==> src/rtl/rv32_mod_mem_arbiter.sv <==
// Two-requester arbiter sharing one req/ack/err memory port between instruction fetch and load/store.
// Define RV32_MEM_ARB_ROUND_ROBIN_EN for round-robin tie-breaking; otherwise data wins every tie.
module rv32_mod_mem_arbiter #(
  parameter int unsigned TIMEOUT = 255
) (
  input  logic        clk,
  input  logic        reset,

  input  logic        instr_req,
  input  logic [31:0] instr_addr,
  output logic        instr_ack,
  output logic        instr_err,
  output logic [31:0] instr_data_o,

  input  logic        data_req,
  input  logic        data_wr,
  input  logic [3:0]  data_be,
  input  logic [31:0] data_addr,
  input  logic [31:0] data_data_i,
  output logic        data_ack,
  output logic        data_err,
  output logic [31:0] data_data_o,

  output logic        mem_req,
  output logic        mem_wr,
  output logic [3:0]  mem_be,
  output logic [31:0] mem_addr,
  output logic [31:0] mem_data_o,
  input  logic        mem_ack,
  input  logic        mem_err,
  input  logic [31:0] mem_data_i,
  output logic        busy
);

  localparam int unsigned CW = (TIMEOUT < 2) ? 1 : $clog2(TIMEOUT + 1);

  typedef enum logic [1:0] {
    S_IDLE  = 2'd0,
    S_GNT_I = 2'd1,
    S_GNT_D = 2'd2
  } state_t;

  state_t          r_state;
  state_t          w_state_nxt;
  logic [CW-1:0]   r_cnt;
  logic [31:0]     r_addr;
  logic            r_wr;
  logic [3:0]      r_be;
  logic [31:0]     r_wdata;

  logic            w_granted;
  logic            w_resp;
  logic            w_timeout;
  logic            w_done;
  logic            w_load_i;
  logic            w_load_d;
  logic            w_tie_d;

  assign w_granted = (r_state != S_IDLE);
  assign w_resp    = mem_ack | mem_err;
  assign w_timeout = (TIMEOUT != 0) && w_granted && (r_cnt == CW'(TIMEOUT));
  assign w_done    = w_resp | w_timeout;

`ifdef RV32_MEM_ARB_ROUND_ROBIN_EN
  // Tie goes to whoever was not granted last; reset value points at instr so data wins first.
  logic r_last_d;

  always_ff @(posedge clk or posedge reset) begin
    if (reset) begin
      r_last_d <= 1'b0;
    end else if (w_load_i | w_load_d) begin
      r_last_d <= w_load_d;
    end
  end

  assign w_tie_d = ~r_last_d;
`else
  assign w_tie_d = 1'b1;
`endif

  always_ff @(posedge clk or posedge reset) begin
    if (reset) begin
      r_state <= S_IDLE;
    end else begin
      r_state <= w_state_nxt;
    end
  end

  // Completed requester is never re-granted in its own completion cycle.
  always_comb begin
    w_state_nxt = r_state;
    w_load_i    = 1'b0;
    w_load_d    = 1'b0;
    case (r_state)
      S_IDLE: begin
        if (data_req && (!instr_req || w_tie_d)) begin
          w_load_d    = 1'b1;
          w_state_nxt = S_GNT_D;
        end else if (instr_req) begin
          w_load_i    = 1'b1;
          w_state_nxt = S_GNT_I;
        end
      end
      S_GNT_I: begin
        if (w_done) begin
          if (data_req) begin
            w_load_d    = 1'b1;
            w_state_nxt = S_GNT_D;
          end else begin
            w_state_nxt = S_IDLE;
          end
        end
      end
      S_GNT_D: begin
        if (w_done) begin
          if (instr_req) begin
            w_load_i    = 1'b1;
            w_state_nxt = S_GNT_I;
          end else begin
            w_state_nxt = S_IDLE;
          end
        end
      end
      default: begin
        w_state_nxt = S_IDLE;
      end
    endcase
  end

  always_ff @(posedge clk or posedge reset) begin
    if (reset) begin
      r_addr  <= '0;
      r_wr    <= 1'b0;
      r_be    <= '0;
      r_wdata <= '0;
    end else if (w_load_d) begin
      r_addr  <= data_addr;
      r_wr    <= data_wr;
      r_be    <= data_be;
      r_wdata <= data_data_i;
    end else if (w_load_i) begin
      r_addr  <= instr_addr;
      r_wr    <= 1'b0;
      r_be    <= 4'hF;
      r_wdata <= '0;
    end
  end

  // Watchdog counts granted cycles without a response; cleared on every new grant.
  always_ff @(posedge clk or posedge reset) begin
    if (reset) begin
      r_cnt <= '0;
    end else if (w_load_i || w_load_d || !w_granted) begin
      r_cnt <= '0;
    end else begin
      r_cnt <= r_cnt + CW'(1);
    end
  end

  always_comb begin
    mem_req      = w_granted;
    busy         = w_granted;
    mem_addr     = '0;
    mem_wr       = 1'b0;
    mem_be       = '0;
    mem_data_o   = '0;
    instr_ack    = 1'b0;
    instr_err    = 1'b0;
    instr_data_o = '0;
    data_ack     = 1'b0;
    data_err     = 1'b0;
    data_data_o  = '0;
    case (r_state)
      S_GNT_I: begin
        mem_addr   = r_addr;
        mem_be     = 4'hF;
        mem_data_o = r_wdata;
        instr_ack  = mem_ack & ~mem_err;
        instr_err  = mem_err | (w_timeout & ~mem_ack);
        if (mem_ack && !mem_err) begin
          instr_data_o = mem_data_i;
        end
      end
      S_GNT_D: begin
        mem_addr   = r_addr;
        mem_wr     = r_wr;
        mem_be     = r_be;
        mem_data_o = r_wdata;
        data_ack   = mem_ack & ~mem_err;
        data_err   = mem_err | (w_timeout & ~mem_ack);
        if (mem_ack && !mem_err) begin
          data_data_o = mem_data_i;
        end
      end
      default: begin
        mem_req = 1'b0;
      end
    endcase
  end

endmodule

==> config.mk <==
export PLATFORM = sky130hd
export DESIGN_NAME = rv32_mod_mem_arbiter
export DESIGN_NICKNAME = d
export VERILOG_FILES = /design/src/rtl/rv32_mod_mem_arbiter.sv
export SDC_FILE = /design/constraint.sdc
export NUM_CORES = 1
export LEC_CHECK = 0
export BUFFER_PORTS_ARGS = -buffer_cell sky130_fd_sc_hd__buf_2
export CORE_MARGIN = 3
export CORE_UTILIZATION = 50
export CTS_CLUSTER_DIAMETER = 80
export DETAILED_ROUTE_END_ITERATION = 7
export PLACE_DENSITY = 0.95
export SYNTH_ARGS = -nofsm -noshare
export SYNTH_HDL_FRONTEND = slang
export SYNTH_SLANG_ARGS = --single-unit
==> constraint.sdc <==
create_clock -name clk -period 6.2 [get_ports clk]
set_input_delay 0.31 -clock clk [delete_from_list [all_inputs] [get_ports clk]]
set_output_delay 0.31 -clock clk [all_outputs]
set_load 0.05 [all_outputs]
== Yosys cells after proc, flatten, opt, wreduce, memory -nomap -nowiden ==
Cells that the tools add are included.
Widths: inputs -> output; s select.

* Add/sub/neg operators: 1
* Multipliers: 0
* Divide/modulo/power cells: 0
* Magnitude comparators: 0
* Equality and inequality tests: 6
* Shift-type cells: 0
* Muxes and demuxes: 35
* Bitwise gates (word level): 7
* Reductions and logical operators: 11

{| class="wikitable"
|+ Operators by type and width
! cell !! number
|-
| $mux 32 || 9
|-
| $mux 1 || 14
|-
| $mux 2 || 5
|-
| $add 8x1->8 const B || 1
|-
| $eq 8x8->1 const B || 1
|-
| $mux 4 || 2
|-
| $mux 8 || 1
|-
| $pmux 4 s2 || 1
|-
| $pmux 2 s3 || 1
|-
| $ne 2x2->1 const B || 2
|-
| $pmux 1 s2 || 2
|-
| $reduce_bool 2->1 || 2
|-
| $ne 3x3->1 const B || 1
|-
| $or 1x1->1 || 3
|-
| $reduce_and 3->1 || 1
|-
| $and 1x1->1 || 2
|-
| $eq 2x1->1 const B || 1
|-
| $eq 2x2->1 const B || 1
|-
| $logic_and 1x1->1 || 2
|-
| $logic_not 1->1 || 2
|-
| $logic_not 2->1 || 1
|-
| $logic_or 1x1->1 || 2
|-
| $not 1->1 || 2
|-
| $reduce_or 2->1 || 1
|}

* Register bits: 79
* Latch bits: 0
* Memory bits (writable): 0
* Memory bits (read-only): 0
* Input port bits: 139
* Output and inout port bits: 139
* Word-level logic and storage cells: 66
* Memories kept: 0

== Logic depth before layout (Yosys ltp) ==
Gate-level depths: netlist of run 1.

* Depth in word-level cells: 8
* Gate-level depth with buffers: 9
* Gate-level depth less buffers: 6

== Worst setup path after synthesis of run 1 ==
No wires, ideal clock.

* Kind: flip-flop to output port
* Start: reg r_state[1]
* End: out instr_data_o[22]
* Arrival time: 2.206 ns
* Required time: 5.890 ns
* Slack: 3.684 ns
* Cell stages (with the launch flop): 7
* Path buffers: 2
* Path through: dfrtp_1 inv_1 ha_1 clkbuf_1 and3b_1 clkbuf_1 and2_1

* Cells in the longest elaborated chain, start to end: 2

{| class="wikitable"
|+ RTL lines
! what !! line !! text
|-
| from (decl) || 43 || <nowiki>state_t r_state;</nowiki>
|-
| from (signal assigned) || 85 || <nowiki>r_state <= w_state_nxt;</nowiki>
|-
| $eq 2x1->1 || 173 || <nowiki>case (r_state)</nowiki>
|-
| $mux 32 || 173 ||
|-
| to (decl) || 13 || <nowiki>output logic [31:0] instr_data_o,</nowiki>
|}

Every way passes these cells.

== Worst setup path in the final report of run 1 ==
* Start: reg r_state[0]
* End: reg r_wdata[0]

* Cells in the longest elaborated chain, start to end: 6
* Elaborated cells on any way between the ends: 12
* Those cells by class: 2 x eq/ne; 5 x mux; 1 x bitwise; 4 x reduce/logical

{| class="wikitable"
|+ RTL lines
! what !! line !! text
|-
| $reduce_bool 2->1 || 59 || <nowiki>assign w_granted = (r_state != S_IDLE);</nowiki>
|-
| $logic_and 1x1->1 || 61 || <nowiki>assign w_timeout = (TIMEOUT != 0) && w_granted && (r_cnt == CW'(TIMEOUT));</nowiki>
|-
| $or 1x1->1 || 62 || <nowiki>assign w_done = w_resp | w_timeout;</nowiki>
|-
| $mux 1 (on tied branches) || 105, 115 ||
|-
| $pmux 1 s2 || 94 || <nowiki>case (r_state)</nowiki>
|-
| $mux 32 / $reduce_bool 2->1 (equally long branches) || - ||
|-
| to (signal assigned) || 140 || <nowiki>r_wdata <= data_data_i;</nowiki>
|-
| to (decl) || 49 || <nowiki>logic [31:0] r_wdata;</nowiki>
|}

Several ways; a longest one is shown, not always the timed one.
A chain may end at the register's enable or synchronous reset.

==> results of run 1 <==
-- power by group through the flow --
stage	sequential, mW	clock, mW	combinational (mW)
finish	0.904	0.401	2.65
detailed placement	0.901	0	2.66
CTS	0.896	0.407	2.66
floorplan	0.843	0	2.13
global placement	0.895	0	2.60
global route	0.929	0.432	2.86
-- metrics by stage --
step / hold slack [ns] / setup WS [ns] / cells / total power, mW / utilization [%]
after floorplan: 0.434 / 3.68 / 647 / 2.98 / -
after global placement: 0.492 / 2.75 / 1003 / 3.49 / 65.0
after detailed placement: 0.496 / 2.61 / 1003 / 3.56 / 65.0
after CTS: 0.153 / 2.62 / 1019 / 3.96 / 67.0
after global routing: 0.162 / 2.32 / 1019 / 4.22 / 67.0
final: 0.172 / 2.64 / 1019 / 3.96 / 67.0
-- synthesized netlist by cell type (all sizes together) --
library cell	count	share of area, %
nand4	1	0.12
nand2	4	0.32
and3b	2	0.32
buf	11	1.4
inv	39	2.7
and2	131	15
a22oi	1	0.14
nor3	33	3.1
nor2	12	0.88
and4	1	0.16
nor2b	5	0.58
nand2b	33	3.8
or2	3	0.35
or3	4	0.46
xnor2	1	0.16
a31oi	64	7.4
clkbuf	56	3.9
a21oi	6	0.56
o41a	1	0.21
or4	1	0.14
ha	5	1.2
o21a	1	0.14
xor2	5	0.81
o22ai	32	3.7
dfrtp	79	37
mux2i	1	0.19
and4b	1	0.19
o211ai	33	4.6
o32a	1	0.19
o21bai	1	0.14
nor4	1	0.23
and3	1	0.12
a21boi	1	0.35
nand3	3	0.28
o31a	4	0.65
mux2	1	0.21
o2bb2ai	33	5.4
o21ai	35	3.2
-- cell usage in the layout (no fill, tap or decap), types with 3 or more instances in the layout --
cell       synthesis  routed
nor3_1            33      33
o2bb2ai_1         33      33
nand2b_1          33      33
and2_1           131     131
buf_2              8     277
o21ai_0           33      33
ha_1               5       5
dfrtp_1           79      79
clkbuf_8           0      10
buf_4              0      10
o22ai_1           32      32
inv_1             39      38
nor2b_1            5       4
a21oi_1            6       6
xor2_1             5       5
a31oi_1           64      64
nor2_1            11      10
nand3_1            3       3
or3_1              4       4
nand2_1            3       3
o31a_1             4       4
o211ai_1          33      33
-- worst max path at each step --
stage	startpoint	end	slack [ns]	cells past startpoint
final	r_state[0]$_DFFE_PP0P_	r_wdata[0]$_DFFE_PP0P_	2.64	7
after global placement	r_state[1]$_DFFE_PP0P_	r_wdata[19]$_DFFE_PP0P_	2.75	7
after floorplan	r_state[1]$_DFFE_PP0P_	instr_data_o[22]	3.68	6
after global routing	r_state[1]$_DFFE_PP0P_	r_wdata[16]$_DFFE_PP0P_	2.32	7
after detailed placement	r_state[1]$_DFFE_PP0P_	r_wdata[16]$_DFFE_PP0P_	2.61	7
after CTS	r_state[0]$_DFFE_PP0P_	r_wdata[16]$_DFFE_PP0P_	2.62	7
-- worst reg2reg max path, cell delays in order (launching register included) --
cell and delay, ns:
dfrtp_1 0.42, inv_1 0.10, ha_1 0.32, nor2b_2 0.21, buf_4 0.37, o21a_1 0.91
a21boi_4 0.90, o2bb2ai_1 0.19
-- registers in the layout, summed over array words and instances (netlist names) --
register  flops
r_addr       32
r_wr          1
r_cnt         8
r_state       2
r_be          4
r_wdata      32
-- kinds of logic after synthesis --
family,count (synthesis)
multiplexers,2
adder cells (fa/ha/maj),5
buffers and inverters,106
AO/OA/AOI/OAI,213
XOR/XNOR,6
flip-flops,79
AND/OR/NAND/NOR,236
-- layout make-up --
type | instances | area [sq um] | area share [%]
multi-input cells | 462 | 3020 | 43.2
flip-flops and latches | 79 | 1980 | 28.3
repair buffers | 287 | 1460 | 20.9
well taps | 136 | 170 | 2.44
inverters | 39 | 148 | 2.12
clock buffers | 10 | 138 | 1.97
clock inverters | 6 | 68.8 | 0.986
-- per-layer routing --
metal	wire length, um	track usage [%]	share of wire [%]
met1	7110	38.3	41
met2	8260	44.5	47
met3	1580	5.11	9.1
met4	488	10.2	2.8
met5	0	0	0
==> flow_summary.json, run 1 <==
{
  "grt.total_usage_pct": 28.0,
  "rr_worst_depth": 7,
  "finalWeightedCongestion": 0.845,
  "path_max_fanout": 37,
  "cp-end-kind": "flip-flop",
  "post-dp-hpwl_um": 12200,
  "cts_buffer_depth": 2,
  "clkPwrFrac_pct": 10.1,
  "antenna_found_initial": 0,
  "core_sq_mm": 0.0104,
  "drt-initial-drc-count": 494,
  "synth_warnings": 0,
  "synth_top_family_by_area": "compound AO/OA/AOI/OAI gates",
  "antenna-diode-count": 0,
  "synthSimpleGateAreaFrac_pct": 26.2,
  "p_int_mw": 1.68,
  "syn_inst": 647,
  "final.setup_skew_ns": 0.0118,
  "comb_power_share_pct": 67.0,
  "min_period_over_period_pct": 57.4,
  "wl_per_cell_um": 17.1,
  "finalInstanceArea_sq_mm": 0.00698,
  "finalMaxSlewViolations": 0,
  "hp-class": "input port to flip-flop",
  "hold_buffers": 0,
  "synth_mux_area_share_pct": 0.394,
  "num_vias": 5909,
  "cp.buffers_inverters": 2,
  "postSynthAreaPerCell_sq_um": 8.34,
  "arrival_ns": 3.75,
  "tightest_slew_ns": 1.11,
  "cp_slowest_cell": "o21a_1",
  "maxCapViolCount": 0,
  "clock_sinks": 79,
  "drt-pass1-iter-count": 5,
  "io_buffer_count": 277,
  "insertion_delay_ns": 0.34,
  "fillers": 880,
  "layout.nets": 1022,
  "whs_endpoint": "r_wdata[23]$_DFFE_PP0P_",
  "rsz0062_at_grt": "false",
  "rows": 37,
  "synth-xor-area-share_pct": 0.973,
  "antenna_left": 0,
  "numCtsBuffers": 9,
  "powerDensity_mw_per_mm2": 567,
  "synth_fa_ha_area_share_pct": 1.16,
  "r2r_start": "r_state[0]$_DFFE_PP0P_",
  "critical_path.top_delay_family": "compound AO/OA/AOI/OAI gates",
  "cts_setup_buffers": 0,
  "die_w_um": 110,
  "fin_crit_ns": 3.56,
  "ys_seq_elements": 79,
  "grt_pass1_vias": 5416,
  "synth_compound_area_share_pct": 26.7,
  "fmax_ghz": 0.281,
  "place_area_sq_mm": 0.00677,
  "max_slew_margin_pct": 26.2,
  "viasPerCell": 5.80,
  "die_area_sq_mm": 0.0121,
  "boundaryPins": 278,
  "overflow": 0,
  "switching_power_mw": 2.28,
  "root_buffer": "clkbuf_8",
  "worstPathRequired_ns": 6.39,
  "finalHoldViolations": 0,
  "totalWireLength_um": 17400,
  "ys_seq_area_share_pct": 36.6,
  "final_layout_size_suffix_gt1_share_pct": 35.7,
  "initial_core_util_pct": 51.8,
  "slowest_delay_ns": 0.90,
  "cts_tree": "yes",
  "drc": 0,
  "p_sw_share_pct": 57.6,
  "crit_chain": "inv_1, ha_1, nor2b_2, buf_4, o21a_1, a21boi_4, o2bb2ai_1",
  "crit_type": "flip-flop to flip-flop",
  "ir_drop_uv": 406,
  "ff2ff_setup_slack_ns": 2.64,
  "syn_to_final_growth_pct": 29.3,
  "report.final.setup_viol": 0,
  "min_from": "data_data_i[23]",
  "syn_nets": 791,
  "netlist_area_sq_mm": 0.00540,
  "min_path_cells": 2,
  "cts_resized": 0,
  "grt_max_degree": 80,
  "tns_ns": 0,
  "cp-start-kind": "flip-flop",
  "synth_cell_types": 43,
  "rr_endpoint": "r_wdata[0]$_DFFE_PP0P_",
  "grt_pass1_wl_um": 27100,
  "die_y_um": 110,
  "power_frac_seq_pct": 22.8,
  "htree_levels": 3,
  "status": "finished clean",
  "p_leak_nw": 3.58,
  "clk_pin_slew_worst_paths_ns": 0.09
}
(Power assumes the default switching activity.)
==> inputs of run 2 (changes only) <==
--- a/config.mk
+++ b/config.mk
@@ -7,10 +7,10 @@
 export LEC_CHECK = 0
 export BUFFER_PORTS_ARGS = -buffer_cell sky130_fd_sc_hd__buf_2
 export CORE_MARGIN = 3
-export CORE_UTILIZATION = 50
+export CORE_UTILIZATION = 46
 export CTS_CLUSTER_DIAMETER = 80
 export DETAILED_ROUTE_END_ITERATION = 7
-export PLACE_DENSITY = 0.95
+export PLACE_DENSITY = 0.93
 export SYNTH_ARGS = -nofsm -noshare
 export SYNTH_HDL_FRONTEND = slang
 export SYNTH_SLANG_ARGS = --single-unit
==> constraint.sdc (replaced) <==
create_clock -name clk -period 3.73 [get_ports clk]
set_input_delay 0.1865 -clock clk [delete_from_list [all_inputs] [get_ports clk]]
set_output_delay 0.1865 -clock clk [all_outputs]
set_load 0.05 [all_outputs]
==> run 2 against run 1 <==
The run now ends with negative hold slack left. Largest power group unchanged. Final cell count up 0.59%. Final area up 2.4%. Critical path depth is the same. Count of clock-buffer cells in the layout fell by 1. Power rose by 76%. Routed wire length grew 4.0%. Via count down 0.34%. Hold slack got worse by 0.18 ns. Die area up 8.2%. Non-clock buffer count grew 3. Worst setup slack lost 2.0 ns. Highest routed layer unchanged. Largest cell class unchanged.
==> flow_summary.json, run 2 (synthesis results as in run 1) <==
{
  "status": "finished, violations left",
  "violations": "negative hold slack",
  "ff2ff_setup_slack_ns": 0.96,
  "die_area_sq_mm": 0.0131,
  "fin_crit_ns": 3.06,
  "finalMaxSlewViolations": 0,
  "overflow": 0,
  "min_period_over_period_pct": 81.9,
  "drt-initial-drc-count": 536,
  "final.setup_skew_ns": 0.0124,
  "worstPathRequired_ns": 3.54,
  "post-dp-hpwl_um": 12800,
  "rr_endpoint": "r_be[1]$_DFFE_PP0P_",
  "timing.critical_path.to": "instr_err",
  "core_sq_mm": 0.0112,
  "tightest_slew_ns": 1.10,
  "grt_pass1_wl_um": 28600,
  "drt-pass1-iter-count": 5,
  "r2r_start": "r_state[0]$_DFFE_PP0P_",
  "cts_buffer_depth": 2,
  "final_common_cell": "buf_2",
  "worstSetupStartpoint": "r_state[0]$_DFFE_PP0P_",
  "slowest_delay_ns": 0.88,
  "num_vias": 5889,
  "boundaryPins": 278,
  "syn_to_final_growth_pct": 32.4,
  "hold_slack_ns": -0.00967,
  "p_leak_nw": 3.65,
  "powerDensity_mw_per_mm2": 977,
  "top_regs": "r_addr x32, r_wdata x32, r_cnt x8",
  "rr_worst_depth": 8,
  "hp-class": "input port to async pin",
  "grt_max_degree": 71,
  "htree_levels": 3,
  "die_y_um": 114,
  "antenna_left": 0,
  "place_area_sq_mm": 0.00680,
  "post-place-ws_ns": 0.944,
  "clk_pin_slew_worst_paths_ns": 0.07,
  "io_buffer_count": 277,
  "hold_buffers": 0,
  "drc": 0,
  "ir_drop_uv": 715,
  "tns_ns": 0,
  "cts_setup_buffers": 0,
  "rsz0062_at_grt": "false",
  "antenna_found_initial": 0,
  "numCtsBuffers": 9,
  "insertion_delay_ns": 0.33,
  "root_buffer": "clkbuf_16",
  "die_w_um": 114,
  "grt.total_usage_pct": 27.0,
  "clock_sinks": 79,
  "report.final.setup_viol": 0,
  "cts_resized": 0,
  "fin_ws_ns": 0.674,
  "viasPerCell": 5.75,
  "grt_pass1_vias": 5568,
  "crit_chain": "inv_1, ha_2, nand2b_1, or4_1, o21bai_1, and2_1, buf_2",
  "cp-end-kind": "primary output",
  "antenna-diode-count": 0,
  "fmax_ghz": 0.327,
  "initial_core_util_pct": 48.3,
  "max_slew_margin_pct": 26.9,
  "cts_tree": "yes",
  "rows": 38,
  "totalWireLength_um": 18100,
  "finalHoldViolations": 13,
  "crit_type": "flip-flop to primary output",
  "arrival_ns": 2.87,
  "path_max_fanout": 18,
  "wl_per_cell_um": 17.7,
  "final_layout_size_suffix_gt1_share_pct": 35.9,
  "total_power_mw": 6.98,
  "finalInstanceArea_sq_mm": 0.00715,
  "cp-start-kind": "flip-flop",
  "fin_util_pct": 64.0,
  "layout.nets": 1025,
  "cp_slowest_cell": "or4_1",
  "final_cell_mix": "buf_2, and2_1, dfrtp_1, a31oi_1, inv_1",
  "finalWeightedCongestion": 0.865,
  "maxCapViolCount": 0
}
-- run 2: changes by cell type in the layout (fill, tap and decap cells not counted) --
cell | previous run | this run
clkinv_2 | 2 | 1
ha_1 | 5 | 4
ha_2 | 0 | 1
buf_4 | 10 | 13
clkbuf_8 | 10 | 0
bufinv_16 | 1 | 3
inv_6 | 1 | 2
clkinv_4 | 2 | 1
clkinvlp_4 | 1 | 0
clkbuf_16 | 0 | 9
-- run 2: critical path: cells and delay by family, from the launching register on --
family          cells  cell delay (ns)
compound gates      1             0.30
fa+ha+maj           1             0.24
simple gates        3             1.24
flops               1             0.40
buf+inv             2             0.35
-- run 2: layer usage --
layer	vias to the layer above	GRT usage (%)	routed length (um)
met5	-	0	0
met4	0	7.13	306
met3	28	4.55	1380
met2	292	45.9	8950
met1	2790	35.9	7500
li1	2779	-	-
-- run 2: worst min path at each step --
stage | end | slack (ns)
finish | r_wdata[19]$_DFFE_PP0P_ | -0.01
global route | r_wdata[19]$_DFFE_PP0P_ | 0.04
CTS | r_wdata[19]$_DFFE_PP0P_ | 0.005
detailed placement | r_wdata[19]$_DFFE_PP0P_ | 0.36
global placement | r_wdata[19]$_DFFE_PP0P_ | 0.36
floorplan | r_wdata[0]$_DFFE_PP0P_ | 0.31
-- run 2: report_power, final --
| group | switching, mW | total [mW] | internal [mW] |
|---|---|---|---|
| sequential | 0.288 | 1.50 | 1.22 |
| combinational | 3.19 | 4.45 | 1.26 |
| clock | 0.366 | 1.02 | 0.657 |
| total | 3.85 | 6.98 | 3.13 |
-- run 2: cell type report --
cell class,count,area [sq um]
repair buffers,290,1480
multi-input cells,462,3020
fillers,967,4030
flip-flops and latches,79,1980
clock buffers,9,225
inverters,39,148
clock inverters,6,116
well taps,140,175
-- run 2: metrics by stage --
step,instances,hold slack [ns]
6_report,1025,-0.00967
5_1_grt,1025,0.0407
4_1_cts,1025,0.00523
3_5_place_dp,1010,0.361
3_3_place_gp,1010,0.357
2_1_floorplan,647,0.311
==> inputs of run 3 (changes only) <==
--- a/config.mk
+++ b/config.mk
@@ -5,12 +5,13 @@
 export SDC_FILE = /design/constraint.sdc
 export NUM_CORES = 1
 export LEC_CHECK = 0
+export ABC_AREA = 1
 export BUFFER_PORTS_ARGS = -buffer_cell sky130_fd_sc_hd__buf_2
 export CORE_MARGIN = 3
-export CORE_UTILIZATION = 46
+export CORE_UTILIZATION = 41
 export CTS_CLUSTER_DIAMETER = 80
 export DETAILED_ROUTE_END_ITERATION = 7
-export PLACE_DENSITY = 0.93
+export PLACE_DENSITY = 0.9
 export SYNTH_ARGS = -nofsm -noshare
 export SYNTH_HDL_FRONTEND = slang
 export SYNTH_SLANG_ARGS = --single-unit
==> constraint.sdc (replaced) <==
create_clock -name clk -period 2.69 [get_ports clk]
set_input_delay 0.1345 -clock clk [delete_from_list [all_inputs] [get_ports clk]]
set_output_delay 0.1345 -clock clk [all_outputs]
set_load 0.05 [all_outputs]
==> run 3 against run 2 <==
The run now ends clean. Combinational power up 17%. Synthesized area down 8.6%. Power up 22%. Register-to-register slack worse by 0.56 ns. First-iteration DRC count down 26%. Hold slack better by 0.012 ns. Final area down 4.3%. Non-clock buffer count up 13. Utilization down 4.8 points. Count of clock-buffer cells in the layout up 1. Critical path depth unchanged.
==> flow_summary.json, run 3 <==
{
  "final_common_cell": "nand2_1",
  "cpMostUsedCell": "inv_1",
  "slowest_delay_ns": 0.42,
  "numCtsBuffers": 9,
  "crit_type": "flip-flop to primary output",
  "rows": 39,
  "ir_drop_uv": 763,
  "grt_max_degree": 52,
  "met1_usage_pct": 27.9,
  "worstPathRequired_ns": 2.56,
  "synth-main-ff-cell": "dfrtp_1",
  "post-dp-hpwl_um": 12600,
  "clk_pin_slew_worst_paths_ns": 0.06,
  "core_sq_mm": 0.0116,
  "synthArstFlopShare_pct": 100,
  "syn_nets": 896,
  "hold_slack_ns": 0.00260,
  "cts_buffer_depth": 2,
  "tightest_slew_ns": 0.880,
  "crit_chain": "inv_1, ha_1, inv_1, nor2_1, inv_1, nor2_1, buf_2",
  "grt_pass1_wl_um": 26100,
  "syn_inst": 752,
  "netlist_area_sq_mm": 0.00493,
  "synth_warnings": 0,
  "root_buffer": "clkbuf_16",
  "die_w_um": 116,
  "cp-start-kind": "flip-flop",
  "wl_per_cell_um": 15.0,
  "die_y_um": 116,
  "final_layout_size_suffix_gt1_share_pct": 31.6,
  "grt.total_usage_pct": 24.8,
  "top_regs": "r_addr x32, r_wdata x32, r_cnt x8",
  "ys_seq_elements": 79,
  "fillers": 1053,
  "report.final.setup_viol": 0,
  "p_leak_nw": 4.66,
  "grt_pass1_vias": 5401,
  "cp_slowest_cell": "dfrtp_1",
  "num_vias": 5872,
  "grtUsageMet3_pct": 4.44,
  "yosysTopAreaCell": "dfrtp_1",
  "finalMaxSlewViolations": 0,
  "postSynthAreaPerCell_sq_um": 6.56,
  "tns_ns": 0,
  "antenna_found_initial": 4,
  "io_buffer_count": 277,
  "synth.top_cell.area_share_pct": 40.1,
  "die_area_sq_mm": 0.0134,
  "overflow": 0,
  "max_slew_margin_pct": 41.3,
  "rsz0062_at_grt": "false",
  "maxCapViolCount": 0,
  "antenna_left": 0,
  "fmax_ghz": 0.409,
  "arrival_ns": 2.31,
  "layout.nets": 1160,
  "synthTopCellsByArea": "dfrtp_1, nand2_1, nand4_1",
  "top_usage_layer": "met2",
  "cts_tree": "yes",
  "hp-class": "input port to flip-flop",
  "drc": 0,
  "final_cell_mix": "nand2_1, buf_2, inv_1, nor2_1, dfrtp_1",
  "syn_to_final_growth_pct": 38.6,
  "total_power_mw": 8.53,
  "htree_levels": 3,
  "powerDensity_mw_per_mm2": 1250,
  "synth_cell_types": 25,
  "totalWireLength_um": 17500,
  "viasPerCell": 5.03,
  "cp-end-kind": "primary output",
  "use_met2_pct": 44.0,
  "path_max_fanout": 32,
  "insertion_delay_ns": 0.34,
  "initial_core_util_pct": 42.7,
  "clock_sinks": 79,
  "status": "finished clean",
  "drt-initial-drc-count": 394,
  "drt-pass1-iter-count": 5,
  "fin_crit_ns": 2.45,
  "finalHoldViolations": 0,
  "final.setup_skew_ns": 0.00953,
  "synth_edf_count": 0,
  "synth.most_common_cell": "nand2_1",
  "netlist_top_cells_count": "nand2_1, inv_1, nor2_1, dfrtp_1, nand4_1",
  "min_period_over_period_pct": 91.0,
  "ys_seq_area_share_pct": 40.1,
  "cts_setup_buffers": 0,
  "boundaryPins": 278,
  "finalWeightedCongestion": 0.919
}
run 3: cell types whose count changed after synthesis, moves of 63 or more:
cell	change
nand2_1	+283
and2_1	-131
inv_1	+77
nor2_1	+77
nand4_1	+69
a31oi_1	-63
run 3: final timing paths:
kind,start,to,slack [ns],depth (start not counted)
worst max-delay path,r_state[0]$_DFFE_PP0P_,data_data_o[24],0.24,7
worst max register to register,r_state[1]$_DFFE_PP0P_,r_wdata[29]$_DFFE_PP0P_,0.40,9
max in group asynchronous,reset,r_cnt[0]$_DFF_PP0_,1.61,4
min in group asynchronous,reset,r_wdata[19]$_DFFE_PP0P_,0.36,3
worst min-delay path,data_data_i[14],r_wdata[14]$_DFFE_PP0P_,0.003,3
worst min register to register,r_cnt[0]$_DFF_PP0_,r_cnt[0]$_DFF_PP0_,0.46,1
run 3: area by class of cell:
| type | instances | area, sq um | area share (%) |
|---|---|---|---|
| Tap cell | 143 | 179 | 2.62 |
| Multi-Input combinational cell | 504 | 2270 | 33.2 |
| Sequential cell | 79 | 1980 | 28.9 |
| Clock buffer | 10 | 239 | 3.49 |
| Antenna cell | 4 | 10.0 | 0.146 |
| Clock inverter | 6 | 91.3 | 1.34 |
| Timing Repair Buffer | 303 | 1620 | 23.7 |
| Inverter | 119 | 448 | 6.55 |
run 3: metal layers:
metal  share of wire [%]  vias up
met3                 7.9       53
li1                    -     2833
met4                 3.9        0
met5                   0        -
met2                  52      332
met1                  36     2654
run 3: metrics by stage:
| step | setup slack [ns] | utilization, % | std cells | area [sq um] |
|---|---|---|---|---|
| after floorplan | 0.0445 | - | 752 | 4940 |
| after global placement | 0.655 | 55.2 | 1136 | 6380 |
| after detailed placement | 0.551 | 55.2 | 1136 | 6380 |
| after CTS | 0.265 | 59.1 | 1164 | 6830 |
| after global routing | 0.0467 | 59.1 | 1168 | 6840 |
| final | 0.243 | 59.1 | 1168 | 6840 |
run 3: cell families (layout without fill, tap and decap cells):
family,Yosys count,count (layout),share of synthesized area [%]
simple gates,488,488,42.6
buf+inv,169,438,14.2
compound gates,5,5,0.761
other cells,0,4,0
fa+ha+maj,5,5,1.27
flops,79,79,40.1
xor+xnor,6,6,1.07
run 3: repair_timing:
action / in CTS / in global routing
hold buffers: 12 / 0
resized for setup: 0 / 0
hold endpoints to repair: 34 / 0
run 3: report_power, final:
part | total (mW) | internal, mW | switching (mW)
logic | 5.19 | 1.23 | 3.96
clock network | 1.35 | 0.843 | 0.503
registers | 1.99 | 1.69 | 0.301
run 3: critical path, delay by kind of cell (launching register included):
kind,cells,cell delay [ns]
buffers and inverters,4,0.90
DFF,1,0.42
adders and majority gates,1,0.20
and+or+nand+nor,2,0.47
